**src/rtl/seq_detect_param.sv**
```systemverilog
// -----------------------------------------------------------------------------
// seq_detect_param
//
// Purpose
//    Serial pattern detector. Accepted bits (in_valid=1) are shifted into a
//    PAT_LEN-1 bit history. The incoming bit completes a match when the
//    history is full and {history, in_seq} equals pattern, so det_out is a
//    Mealy pulse in the same cycle as the last pattern bit. Overlapping or
//    non-overlapping detection is chosen at run time with ovl_mode.
//
// Optional feature
//    SEQ_DET_COUNT_EN : when defined, det_count is a saturating count of
//                       detections. When undefined, det_count is tied to zero
//                       and no counter flops exist.
//
// Parameters
//    PAT_LEN : pattern length in bits (2..16)
//    CNT_W   : width of the detection counter
//
// Ports
//    clk       in   1        rising-edge clock
//    rst       in   1        asynchronous reset, active low
//    in_valid  in   1        qualifies in_seq
//    in_seq    in   1        serial data bit
//    pattern   in   PAT_LEN  target sequence, pattern[PAT_LEN-1] received first
//    ovl_mode  in   1        1 = overlapping, 0 = non-overlapping detection
//    clr       in   1        synchronous clear of history, fill and counter
//    det_out   out  1        combinational detect pulse
//    det_count out  CNT_W    saturating detection count (zero if disabled)
// -----------------------------------------------------------------------------
module seq_detect_param #(
   parameter int PAT_LEN = 3,
   parameter int CNT_W   = 8
) (
   input  logic               clk,
   input  logic               rst,
   input  logic               in_valid,
   input  logic               in_seq,
   input  logic [PAT_LEN-1:0] pattern,
   input  logic               ovl_mode,
   input  logic               clr,
   output logic               det_out,
   output logic [CNT_W-1:0]   det_count
);

   localparam int HIST_W = PAT_LEN - 1;
   localparam int FILL_W = $clog2(PAT_LEN);
   localparam logic [FILL_W-1:0] FILL_MAX = FILL_W'(PAT_LEN - 1);

   logic [HIST_W-1:0]  r_hist;
   logic [FILL_W-1:0]  r_fill;

   logic [PAT_LEN-1:0] w_window;
   logic               w_full;
   logic               w_det;

   // Candidate window: stored history followed by the bit on the wire now.
   assign w_window = {r_hist, in_seq};
   assign w_full   = (r_fill == FILL_MAX);

   // rst is included so the pulse drops immediately when reset is asserted,
   // and clr suppresses it because a cleared cycle discards the incoming bit.
   assign w_det   = rst & in_valid & ~clr & w_full & (w_window == pattern);
   assign det_out = w_det;

   // History and fill. The lower HIST_W bits of the window are the shifted
   // history. In non-overlapping mode a detection restarts the fill so the
   // stale history cannot contribute to the next match.
   always_ff @(posedge clk or negedge rst) begin
      if (!rst) begin
         r_hist <= '0;
         r_fill <= '0;
      end else if (clr) begin
         r_hist <= '0;
         r_fill <= '0;
      end else if (in_valid) begin
         r_hist <= w_window[HIST_W-1:0];
         if (w_det && !ovl_mode) begin
            r_fill <= '0;
         end else if (!w_full) begin
            r_fill <= r_fill + 1'b1;
         end
      end
   end

`ifdef SEQ_DET_COUNT_EN
   logic [CNT_W-1:0] r_count;

   // Saturating counter: holds at all-ones instead of wrapping.
   always_ff @(posedge clk or negedge rst) begin
      if (!rst) begin
         r_count <= '0;
      end else if (clr) begin
         r_count <= '0;
      end else if (w_det && (r_count != {CNT_W{1'b1}})) begin
         r_count <= r_count + 1'b1;
      end
   end

   assign det_count = r_count;
`else
   assign det_count = '0;
`endif

endmodule

```
**config.mk**
```make
export PLATFORM = sky130hd
export DESIGN_NAME = seq_detect_param
export DESIGN_NICKNAME = d
export VERILOG_FILES = /design/src/rtl/seq_detect_param.sv
export SDC_FILE = /design/constraint.sdc
export NUM_CORES = 1
export LEC_CHECK = 0
export ABC_AREA = 1
export BUFFER_PORTS_ARGS = -buffer_cell sky130_fd_sc_hd__buf_2
export CORE_AREA = 2 2 39 41
export DETAILED_ROUTE_END_ITERATION = 16
export DIE_AREA = 0 0 41 43
export PLACE_DENSITY = 0.6
export SKIP_LAST_GASP = 1
export SLEW_MARGIN = 5
export SYNTH_ARGS = -nofsm -noshare
export SYNTH_HDL_FRONTEND = slang
export SYNTH_SLANG_ARGS = --single-unit
export TNS_END_PERCENT = 30
```
**constraint.sdc**
```tcl
create_clock -name clk -period 1.8 [get_ports clk]
set_clock_uncertainty 0.15 [all_clocks]
set_input_delay 0.18 -clock clk [delete_from_list [all_inputs] [get_ports clk]]
set_output_delay 0.18 -clock clk [all_outputs]
set_load 0.03 [all_outputs]
```
==> summary.md <==
| Metric | Value |
|---|---|
| Met3 wire len | `35 microns` |
| Die width | `41 microns` |
| Die span in y | `43 microns` |
| DIE AREA | `1760 sq um` |
| Core area | `1380 sq um` |
| Final setup fails | `0` |
| Syn. warnings | `0` |
| # DRC | `0` |
| Antenna cells | `0` |
| Sequential fraction of the synthesis area | `26.9%` |
| Synthesized cell area | `372 sq um` |
| Total GRT Usage | `9.47%` |
| Placement Rows | `14` |
| CTS tree | `built` |
| Worst Hold Endpoint | `r_hist[0]$_DFFE_PN0P_` |
| Max layer used | `met3` |
| R2R Path Start | `r_fill[0]$_DFFE_PN0P_` |
| Met2 WL post-DR | `325 microns` |
| Multi-input gate area | `199 sq um` |
| Reg2Reg Depth | `11` |
| DP Cell Count | `81` |
| Worst-path clk slew | `0.04 ns` |
| Fraction of layout instances using a drive strength above 1 | `26.1%` |
| Max Buffers Root-to-Sink | `2` |
| Global route total overflow | `0` |
| Hold-critical path depth | `3` |
| Final worst path period need | `1.75 ns` |
| WP buf/inv | `3` |
| Number of synthesized register bits | `4` |
| Inserted Clock Buffers | `3` |
| IO buf count | `9` |
| Clock insertion delay at the later pin of the skew report | `0.23 ns` |
| Starting Density | `26.9%` |
| Layout fillers | `169` |
| Final Wtd Congestion | `0.630` |
| Vias per Instance | `3.93` |
| CP max stage cell | `dfrtp_1` |
| Fmax | `572 MHz` |
| CP top delay family | `flip-flops` |
| I/O pin total | `18` |
| Max-cap viol count | `0` |
| Most frequent CP cell | `inv_1` |
| CP endpoint kind | `output pin` |
| R2R Path End | `r_fill[1]$_DFFE_PN0P_` |
| Initial drt markers | `7` |
| DP HPWL | `536 microns` |
| Max incr delay on CP | `0.39 ns` |
| Vias | `334` |
| Largest net degree at the start of global routing | `6` |
| Static Leakage | `0.259 nW` |
| Final hold viol count | `0` |
| Final WL | `619 microns` |
| Critical-path maximum fanout | `3` |
| Vias in the first global route | `303` |
| Hold Crit Start | `in_seq` |
| Total clock sinks | `4` |
| Area Growth Syn to Fin | `19.5%` |
| Hold WC Path Type | `input port to flop` |
| Power Density | `733 nW/um^2` |
| RSZ-0062 raised after global routing | `true` |
| CP arrival | `1.42 ns` |
| Synth unique cells | `15` |
| WP data required | `1.47 ns` |
| H-tree Lvls | `1` |
| Fin cells | `85` |
| Drt first pass iters | `4` |
| Pre-CTS WS | `0.261 ns` |
| VDD IR max | `0.313 mV` |
| CP cell instances | `inv_1 -> ha_1 -> inv_1 -> nor2_2 -> nand2_1 -> nor4_2 -> buf_4` |
| CTS root buffer | `clkbuf_4` |
| WL met1 | `258 microns` |
| First-pass GRT wire length | `1.10 mm` |
| Post-CTS setup buffers | `0` |
| Syn Inst Count | `57` |
| Setup WS post-layout | `0.0506 ns` |
| Final period util | `97.2%` |
| Antenna violations before repair | `0` |
| Reg area | `100 sq um` |
| Slew Viols, Final | `0` |
| Final #Nets | `81` |
| WS Path Type | `flop to output pin` |
| Final Util | `32.1%` |
| Post-synthesis area per instance | `6.52 sq um` |
| Crit path launch type | `flop` |
| Routed Antenna Nets | `0` |
| Worst R2R Setup Slack | `0.26 ns` |
| Outcome | `finished, final reports clean` |
| Routed WL per cell | `7.28 microns` |
[per-stage QoR]
stage                     TNS, ns  hold WS, ns  power (mW)  instance area [sq um]
after floorplan                 0       -0.266       0.206                    404
after detailed placement        0       -0.153       0.217                    409
after global placement          0       -0.156       0.215                    409
after global routing      -0.0811        0.128       0.355                    444
final                           0       0.0964       0.325                    444
after CTS                       0       0.0894       0.334                    442
[layout make-up]
cell class	count	share of cell area (%)
clock buffer	3	5.07
inverter	12	10.1
multi-input combinational	40	44.8
sequential	4	22.5
tap	16	4.51
timing repair buffer	10	13.0
[sequential cells by signal, indices dropped and copies added (netlist names)]
register  count
r_hist        2
r_fill        2
[kinds of logic after synthesis]
kind of cell / after synthesis / synth area share, %
AND/OR/NAND/NOR: 29 / 37.7
AO/OA/AOI/OAI: 2 / 2.69
adder cells (fa/ha/maj): 1 / 3.37
other: 1 / 1.01
buffers and inverters: 20 / 28.3
flip-flops: 4 / 26.9
[cell usage in the layout, fill, tap and decap left out]
cell / count
or2_2: 1
nor2_2: 2
buf_4: 1
nor2_1: 2
clkbuf_4: 3
nand3_2: 1
o21ai_0: 2
nand3_1: 2
buf_2: 8
nand2_1: 17
dfrtp_1: 4
ha_1: 1
nor4_2: 1
nor2_4: 1
inv_1: 12
dlygate4sd3_1: 1
nand4_1: 2
conb_1: 8
[power breakdown]
group,internal (mW),total (mW),switching (mW)
clock,0.0743,0.108,0.0332
combinational,0.0340,0.103,0.0686
sequential,0.105,0.115,0.00986
total,0.214,0.325,0.112
[cell usage after synthesis, drive strengths merged]
master / number / area share, %
nand2: 17 / 17
inv: 12 / 12
buf: 8 / 16
nor2: 5 / 8.4
dfrtp: 4 / 27
nand3: 3 / 5.4
nand4: 2 / 3.4
o21ai: 2 / 2.7
conb: 1 / 1.0
ha: 1 / 3.4
nor4: 1 / 1.7
or2: 1 / 1.7
[layer usage]
metal  up-vias  GRT usage [%]
li1        179              -
met3         0           1.57
met1       147           9.74
met2         8           15.3
met5         -              0
met4         0           8.00
[repair_timing]
action	4_1_cts	5_1_grt
endpoints found under the setup margin	0	1
resized for setup	0	2
hold endpoints to repair	4	0
hold buffers	1	0
[how the worst max path moves through the flow]
stage / startpoint / end / depth (start not counted)
floorplan: r_fill[0]$_DFFE_PN0P_ / det_out / 6
global placement: r_fill[0]$_DFFE_PN0P_ / r_fill[1]$_DFFE_PN0P_ / 11
detailed placement: r_fill[0]$_DFFE_PN0P_ / det_out / 7
CTS: r_fill[0]$_DFFE_PN0P_ / det_out / 7
global route: r_fill[0]$_DFFE_PN0P_ / det_out / 7
finish: r_fill[0]$_DFFE_PN0P_ / det_out / 7
[worst reg2reg max path, delay by kind of cell, from the launching register on]
kind	cells	cell delay (ns)
AND/OR/NAND/NOR	8	0.66
flip-flops	1	0.39
adder cells (fa/ha/maj)	1	0.13
buffers and inverters	2	0.10
No activity file was read; power rests on OpenSTA's default activity.
